$ cat config.mk
export PLATFORM = sky130hd
export DESIGN_NAME = fwd_hazard_unit
export DESIGN_NICKNAME = d
export VERILOG_FILES = /design/src/rtl/pipe_pkg.sv /design/src/rtl/fwd_match.sv /design/src/rtl/fwd_hazard_unit.sv
export SDC_FILE = /design/constraint.sdc
export NUM_CORES = 1
export LEC_CHECK = 0
export BUFFER_PORTS_ARGS = -buffer_cell sky130_fd_sc_hd__buf_2
export CORE_MARGIN = 2
export CORE_UTILIZATION = 50
export CTS_CLUSTER_SIZE = 10
export DETAILED_ROUTE_END_ITERATION = 8
export PLACE_DENSITY = 0.89
export RECOVER_POWER = 25
export SLEW_MARGIN = 20
export SYNTH_ARGS = -nofsm -noshare
export SYNTH_HDL_FRONTEND = slang
export SYNTH_SLANG_ARGS = --single-unit
$ cat constraint.sdc
create_clock -name clk -period 2.97 [get_ports clk]
set_input_delay 0.297 -clock clk [delete_from_list [all_inputs] [get_ports clk]]
set_output_delay 0.297 -clock clk [all_outputs]
set_load 0.01 [all_outputs]
$ cat src/rtl/pipe_pkg.sv
// Shared definitions for the pipeline forwarding/hazard logic: forwarding select
// encodings, multiply-freeze FSM states and the shadow-stage control flags.
package pipe_pkg;

    localparam logic [1:0] FWD_RF    = 2'b00;
    localparam logic [1:0] FWD_EXMEM = 2'b10;
    localparam logic [1:0] FWD_MEMWB = 2'b01;

    typedef enum logic [0:0] {
        IDLE     = 1'b0,
        MUL_BUSY = 1'b1
    } mul_state_e;

    // Control half of a shadow-stage record; the destination address is added by the
    // user because its width is a module parameter.
    typedef struct packed {
        logic valid;
        logic regwrite;
        logic memread;
        logic is_mul;
    } stage_flags_t;

endpackage

$ cat src/rtl/fwd_match.sv
// Forwarding select for one source operand: EX/MEM producer first, then MEM/WB,
// otherwise the register file. Register 0 never forwards.
module fwd_match
    import pipe_pkg::*;
#(
    parameter int REG_ADDR_W = 5
) (
    input  logic                  used_i,
    input  logic [REG_ADDR_W-1:0] src_i,
    input  logic                  ex_wr_i,
    input  logic [REG_ADDR_W-1:0] ex_rd_i,
    input  logic                  mem_wr_i,
    input  logic [REG_ADDR_W-1:0] mem_rd_i,
    output logic [1:0]            sel_o
);

    // Priority compare against the two producer stages
    always_comb begin
        sel_o = FWD_RF;
        if (used_i && (src_i != {REG_ADDR_W{1'b0}})) begin
            if (ex_wr_i && (ex_rd_i == src_i)) begin
                sel_o = FWD_EXMEM;
            end else if (mem_wr_i && (mem_rd_i == src_i)) begin
                sel_o = FWD_MEMWB;
            end else begin
                sel_o = FWD_RF;
            end
        end else begin
            sel_o = FWD_RF;
        end
    end

endmodule

$ cat src/rtl/fwd_hazard_unit.sv
// Forwarding and hazard control for the 5-stage pipeline: shadow EX/MEM/WB tracking,
// registered per-operand forwarding selects, load-use stall, flush bubble, multiply freeze.
module fwd_hazard_unit
    import pipe_pkg::*;
#(
    parameter int REG_ADDR_W = 5,
    parameter int NUM_SRC    = 2,
    parameter int MUL_LAT    = 3
) (
    input  logic                           clk,
    input  logic                           arst_n,
    input  logic                           id_valid_i,
    input  logic [NUM_SRC*REG_ADDR_W-1:0]  id_src_addr_i,
    input  logic [NUM_SRC-1:0]             id_src_used_i,
    input  logic [REG_ADDR_W-1:0]          id_rd_i,
    input  logic                           id_reg_write_i,
    input  logic                           id_mem_read_i,
    input  logic                           id_is_mul_i,
    input  logic                           flush_i,
    output logic [2*NUM_SRC-1:0]           fwd_sel_o,
    output logic                           stall_o,
    output logic                           ex_hold_o,
    output logic                           bubble_ex_o,
    output logic                           bubble_mem_o,
    output logic                           mul_busy_o
);

    localparam int CNT_LOAD = (MUL_LAT > 2) ? MUL_LAT - 2 : 0;
    localparam int CNT_W    = (MUL_LAT > 2) ? $clog2(MUL_LAT - 1) : 1;

    typedef struct packed {
        stage_flags_t            f;
        logic [REG_ADDR_W-1:0]   rd;
    } stage_t;

    stage_t               ex_q, ex_d, mem_q, mem_d, wb_q, wb_d;
    logic [2*NUM_SRC-1:0] fwd_sel_q, fwd_sel_d, fwd_sel_s;
    mul_state_e           state_q, state_d;
    logic [CNT_W-1:0]     cnt_q, cnt_d;
    logic                 ex_wr_s, mem_wr_s, src_hit_s, load_use_s;
    logic                 mul_enter_s, freeze_s, flush_eff_s, id_take_s;
    logic                 unused_s;

    assign ex_wr_s  = ex_q.f.valid & ex_q.f.regwrite;
    assign mem_wr_s = mem_q.f.valid & mem_q.f.regwrite;

    for (genvar k = 0; k < NUM_SRC; k++) begin : g_match
        fwd_match #(.REG_ADDR_W(REG_ADDR_W)) u_match (
            .used_i   (id_src_used_i[k]),
            .src_i    (id_src_addr_i[k*REG_ADDR_W +: REG_ADDR_W]),
            .ex_wr_i  (ex_wr_s),
            .ex_rd_i  (ex_q.rd),
            .mem_wr_i (mem_wr_s),
            .mem_rd_i (mem_q.rd),
            .sel_o    (fwd_sel_s[2*k +: 2])
        );
    end

    // Does any used ID operand name the EX destination
    always_comb begin
        src_hit_s = 1'b0;
        for (int k = 0; k < NUM_SRC; k++) begin
            if (id_src_used_i[k] && (id_src_addr_i[k*REG_ADDR_W +: REG_ADDR_W] == ex_q.rd)) begin
                src_hit_s = 1'b1;
            end else begin
                src_hit_s = src_hit_s;
            end
        end
    end

    assign load_use_s  = ex_q.f.valid & ex_q.f.memread & (ex_q.rd != {REG_ADDR_W{1'b0}}) & src_hit_s;
    assign mul_enter_s = (MUL_LAT > 1) && (state_q == IDLE) && ex_q.f.valid && ex_q.f.is_mul;
    // The multiply stays put through its first cycle and every busy cycle but the last,
    // so it leaves EX after exactly MUL_LAT cycles.
    assign freeze_s    = mul_enter_s | ((state_q == MUL_BUSY) && (cnt_q != {CNT_W{1'b0}}));
    assign flush_eff_s = flush_i & (state_q == IDLE);

    assign stall_o      = freeze_s | (load_use_s & ~flush_eff_s);
    assign ex_hold_o    = freeze_s;
    assign bubble_mem_o = freeze_s;
    assign bubble_ex_o  = ~freeze_s & (flush_eff_s | load_use_s);
    assign mul_busy_o   = (state_q == MUL_BUSY);
    assign fwd_sel_o    = fwd_sel_q;
    assign id_take_s    = id_valid_i & ~bubble_ex_o;

    // Shadow pipeline advance and forwarding-select capture
    always_comb begin
        ex_d      = ex_q;
        mem_d     = '0;
        wb_d      = mem_q;
        fwd_sel_d = fwd_sel_q;
        if (!freeze_s) begin
            mem_d     = ex_q;
            fwd_sel_d = id_take_s ? fwd_sel_s : {2*NUM_SRC{1'b0}};
            if (id_take_s) begin
                ex_d.f.valid    = 1'b1;
                ex_d.f.regwrite = id_reg_write_i;
                ex_d.f.memread  = id_mem_read_i;
                ex_d.f.is_mul   = id_is_mul_i;
                ex_d.rd         = id_rd_i;
            end else begin
                ex_d = '0;
            end
        end else begin
            ex_d = ex_q;
        end
    end

    // Multiply freeze FSM and its cycle counter
    always_comb begin
        state_d = state_q;
        cnt_d   = cnt_q;
        case (state_q)
            IDLE: begin
                if (mul_enter_s) begin
                    state_d = MUL_BUSY;
                    cnt_d   = CNT_W'(CNT_LOAD);
                end else begin
                    state_d = IDLE;
                end
            end
            MUL_BUSY: begin
                if (cnt_q == {CNT_W{1'b0}}) begin
                    state_d = IDLE;
                end else begin
                    cnt_d = cnt_q - CNT_W'(1'b1);
                end
            end
            default: begin
                state_d = IDLE;
                cnt_d   = {CNT_W{1'b0}};
            end
        endcase
    end

    // State registers
    always_ff @(posedge clk or negedge arst_n) begin
        if (!arst_n) begin
            ex_q      <= '0;
            mem_q     <= '0;
            wb_q      <= '0;
            fwd_sel_q <= {2*NUM_SRC{1'b0}};
            state_q   <= IDLE;
            cnt_q     <= {CNT_W{1'b0}};
        end else begin
            ex_q      <= ex_d;
            mem_q     <= mem_d;
            wb_q      <= wb_d;
            fwd_sel_q <= fwd_sel_d;
            state_q   <= state_d;
            cnt_q     <= cnt_d;
        end
    end

    // WB is tracked for completeness; the write-before-read regfile means nothing consumes it.
    assign unused_s = ^{wb_q, mem_q.f.memread, mem_q.f.is_mul};

endmodule

# Word-level counts from Yosys, hierarchy flattened
# Cells that the tools add are included.
# classes
n_addsub,1
n_eq_ne,7
muxes,17
bitwise_logic,16
reduce_logical,14
# ops
op,n
5-bit == test,6
9-bit 2-to-1 mux,2
5-bit nonzero test,3
1-bit logical AND,11
1-bit AND,9
1-bit 2-to-1 mux,8
2-bit 2-to-1 mux,4
4-bit 2-to-1 mux,1
1-bit inverter,4
1-bit one-hot mux with 2 select lines,2
1-bit bitwise OR,3
"2-bit inequality test, second input constant",1
"1-bit subtractor, second input constant",1
# word_totals
register_bits,22
inputBits,24
output_inout_bits,9
wordCells,66

# Logic depth before layout (Yosys ltp)
# depth
ltp_word,10
ltp_mapped,6
mapped_depth_nobuf,5

# Hierarchy
# Synthesis repeated with hierarchy kept, for this count alone.
# unflattened
cells_unflattened,155
area_unflattened_um2,1526.5
# modules_own_cells
module,n_inst,cells_per_inst,area_each_um2,seq_area_each_um2
fwd_hazard_unit,1,119,1221.2,550.5
fwd_match,2,18,152.6,0.0

# Worst setup path before layout
# No wires, ideal clock.
# synth_path
kind,reg2out
from,register ex_q[0] in the netlist's numbering
to,output port stall_o
arrival_ns,1.370
required_time_ns,2.673
path_slack_ns,1.303
path_stages_with_launch,6
path_buffers,0
path_cell_list,dfrtp_1 -> xnor2_1 -> nand3_2 -> o22ai_2 -> nand4_1 -> o21ai_0
# synth_via
elab_chain_cells,7
word_cells_on_any_way,11
cone_classes,eq/ne (2); mux (2); bitwise (4); reduce/logical (3)
# synth_rtl
item,line,rtl
"start, declared",fwd_hazard_unit.sv:36,"stage_t ex_q, ex_d, mem_q, mem_d, wb_q, wb_d;"
"start signal, assigned",fwd_hazard_unit.sv:139,ex_q <= '0;
"start signal, assigned",fwd_hazard_unit.sv:146,ex_q <= ex_d;
5-bit == test,fwd_hazard_unit.sv:63,if (id_src_used_i[k] && (id_src_addr_i[k*REG_ADDR_W +: REG_ADDR_W] == ex_q.rd)) begin
1-bit logical AND,fwd_hazard_unit.sv:63,
1-bit 2-to-1 mux (2 in series),fwd_hazard_unit.sv:63,
1-bit AND (*),fwd_hazard_unit.sv:71,assign load_use_s = ex_q.f.valid & ex_q.f.memread & (ex_q.rd != {REG_ADDR_W{1'b0}}) & src_hit_s;
1-bit AND (*),fwd_hazard_unit.sv:78,assign stall_o = freeze_s | (load_use_s & ~flush_eff_s);
1-bit bitwise OR (*),fwd_hazard_unit.sv:78,
"end, declared",fwd_hazard_unit.sv:21,"output logic stall_o,"
# Every way passes the cells marked *; elsewhere a longest branch is shown, timed or not.

# Final worst setup path
# Ends and elaborated chain as after synthesis.

==> load_flow_metrics.sql <==
INSERT INTO impl_metrics (metric_group, metric, value, unit) VALUES
('power_and_ir_drop', 'combinational_power_share', '20.0', '%'),
('setup_path', 'worst_setup_path_end_kind', 'primary output', ''),
('yosys', 'seq_area_frac_synth', '47.01', '%'),
('detailed_routing', 'drt_first_pass_iters', '4', ''),
('clock_network', 'clock_tree_from_tritoncts', 'built', ''),
('yosys', 'share_of_the_synthesized_area_in_the_top_cell_type', '47.01', '%'),
('sta', 'setup_repair_after_global_routing_missed_its_margin', 'false', ''),
('placed_design', 'dpl-instance-area', '0.001338', 'sq mm'),
('sta', 'post_layout_min_period', '2249', 'ps'),
('power_and_ir_drop', 'intPower', '0.0004582', 'W'),
('clock_network', 'tritoncts_num_sinks', '22', ''),
('yosys', 'postSynthRegisterBits', '22', ''),
('setup_path', 'critical_path_required', '2670', 'ps'),
('layout', 'diodes', '0', ''),
('clock_network', 'worstSkewPairLatency', '310', 'ps'),
('power_and_ir_drop', 'clkPwrFrac', '25.4', '%'),
('layout', 'multi_input_gate_area', '584.3', 'sq um'),
('floorplan', 'initial_core_util', '52.94', '%'),
('yosys', 'synthDominantAreaCellType', 'dfrtp_1', ''),
('setup_path', 'critical_path.n_buffers_inverters', '1', ''),
('layout', 'fill_cells', '194', ''),
('sta', 'finalHoldViolations', '0', ''),
('yosys', 'asyncSetResetFlopFracSynth', '100.0', '%'),
('clock_network', 'clock-root-buffer', 'clkbuf_4', ''),
('setup_path', 'startpoint', 'ex_q[0]', ''),
('detailed_routing', 'routed_via_density', '5.821', ''),
('clock_network', 'clk_pin_slew_worst_paths', '120', 'ps'),
('sta', 'slew_violations', '0', ''),
('layout', 'area_growth_syn_to_layout', '18.06', '%'),
('setup_path', 'worst-setup-path-type', 'reg -> out', ''),
('placed_design', 'number_of_port_buffers', '32', ''),
('sta', 'timing_worst_slew_pin_value', '1165', 'ps'),
('yosys', 'yosys.cell_types.count', '29', ''),
('floorplan', 'boundaryPins', '33', ''),
('global_route', 'first_global_vias', '975', ''),
('power_and_ir_drop', 'power.density_cell_area', '469.0', 'mW/mm^2'),
('global_route', 'grt_pass1_wl', '4.319', 'mm'),
('floorplan', 'fp.dieW', '52.40', 'um'),
('power_and_ir_drop', 'sequentialPowerShare', '54.5', '%'),
('yosys', 'synth_enable_flop_cells', '0', ''),
('layout', 'layout.area.seq', '550.5', 'sq um'),
('global_route', 'grtUsageMet1', '25.28', '%'),
('status', 'run_status', 'finished, final reports clean', ''),
('worst_hold_path', 'min-delay-start', 'id_mem_read_i', ''),
('global_route', 'grt_usage', '21.47', '%'),
('floorplan', 'die_area', '0.002745', 'sq mm'),
('yosys', 'synth_area_per_cell', '10.95', 'sq um'),
('placed_design', 'dp_hpwl', '2.032', 'mm'),
('sta', 'finalCritPeriodShare', '75.72', '%'),
('layout', 'most_frequent_standard_cell_in_the_layout_excluding_fill_and_tap_cells', 'buf_2', ''),
('setup_path', 'startpoint_type', 'register', ''),
('yosys', 'post_syn_instances', '107', ''),
('sta', 'final.hold.worst_slack', '192.7', 'ps'),
('job', 'maxCapViolCount', '0', ''),
('setup_path', 'worst_path_largest_cell_delay', '470', 'ps'),
('floorplan', 'fp-row-count', '17', ''),
('clock_network', 'cts-htree-levels', '1', ''),
('clock_network', 'post_cts_resized', '0', ''),
('global_route', 'global_route.usage.met3', '4.286', '%'),
('floorplan', 'core_area', '0.002212', 'sq mm'),
('worst_hold_path', 'min_path_type', 'in -> reg', ''),
('placed_design', 'placer_s_final_routability_congestion_estimate', '0.9573', ''),
('layout', 'layout_common_cells', 'buf_2, dfrtp_1, xnor2_1', ''),
('sta', 'setup_tns', '0', 'ps'),
('power_and_ir_drop', 'switching_share', '29.34', '%'),
('yosys', 'yosys-top-cells-area', 'dfrtp_1, xnor2_1, a22o_1', ''),
('yosys', 'postSynth.topFlopCell', 'dfrtp_1', ''),
('sta', 'clock_skew', '5.806', 'ps'),
('yosys', 'synth_warnings', '0', ''),
('setup_path', 'slowest_stage', 'dfrtp_1', ''),
('layout', 'final_net_count', '165', '');
synthesized netlist by cell type, types with 3 or more instances:
cell type,number
a22o_1,9
dfrtp_1,22
a22o_2,3
nand4_1,3
xor2_1,8
xnor2_1,12
and2_1,6
o21ai_0,4
nor3_1,5
nand2_1,6
nor4_1,4
layout make-up:
| cell class | count | share of cell area, % |
|---|---|---|
| Multi-Input combinational cell | 79 | 42.26 |
| Sequential cell | 22 | 39.82 |
| Timing Repair Buffer | 33 | 12.22 |
| Clock buffer | 4 | 2.624 |
| Tap cell | 28 | 2.534 |
| Inverter | 2 | 0.5430 |
cells by family (layout without fill, tap and decap cells):
kind of cell	Yosys count	after routing	synth area share, %
simple gates	36	36	17.74
compound gates	23	23	17.20
buf+inv	6	39	3.098
flops	22	22	47.01
xor+xnor	20	20	14.96
through the flow:
| step | power [W] | setup slack [ps] | cells | utilization, % |
|---|---|---|---|---|
| 2_1_floorplan | 0.0004403 | 1303 | 107 | - |
| 3_3_place_gp | 0.0004816 | 1204 | 163 | 60.46 |
| 3_5_place_dp | 0.0004885 | 1130 | 163 | 60.46 |
| 4_1_cts | 0.0006508 | 766.3 | 168 | 62.56 |
| 5_1_grt | 0.0006819 | 661.0 | 168 | 62.50 |
| 6_report | 0.0006484 | 721.2 | 168 | 62.50 |
registers in the layout, indices dropped and copies added (netlist names):
name and count:
ex_q 9, mem_q 7, fwd_sel_o 4, cnt_q 1
mul_busy_o 1
what timing repair did:
item                       in CTS  in global routing
hold endpoints to repair       22                  0
setup endpoints to repair       0                  0
hold buffers                    1                  0
buffers inserted                0                  0
routing by layer:
| layer | vias up | share of wire, % |
|---|---|---|
| met1 | 481 | 41 |
| met2 | 37 | 51 |
| met4 | 0 | 2.3 |
| met3 | 8 | 5.7 |
| li1 | 452 | - |
| met5 | - | 0 |
power groups by stage:
stage | clock network [W] | logic, W | registers, W
5_1_grt | 0.000180 | 0.000145 | 0.000357
6_report | 0.000165 | 0.000130 | 0.000354
3_3_place_gp | 0 | 0.000125 | 0.000357
2_1_floorplan | 0 | 0.0000904 | 0.000350
4_1_cts | 0.000167 | 0.000131 | 0.000353
3_5_place_dp | 0 | 0.000129 | 0.000359
path summary, 6_finish.rpt:
kind                                endpoint  slack, ps  depth (start not counted)
worst max-delay path                 stall_o        720                          6
worst min-delay path                 ex_q[6]        190                          2
worst max register to register  fwd_sel_o[0]       1220                          5
worst min register to register  fwd_sel_o[1]        520                          1
max in group asynchronous           mem_q[4]       1560                          2
min in group asynchronous            ex_q[7]        730                          2
Power figures use the tool's default switching activity.
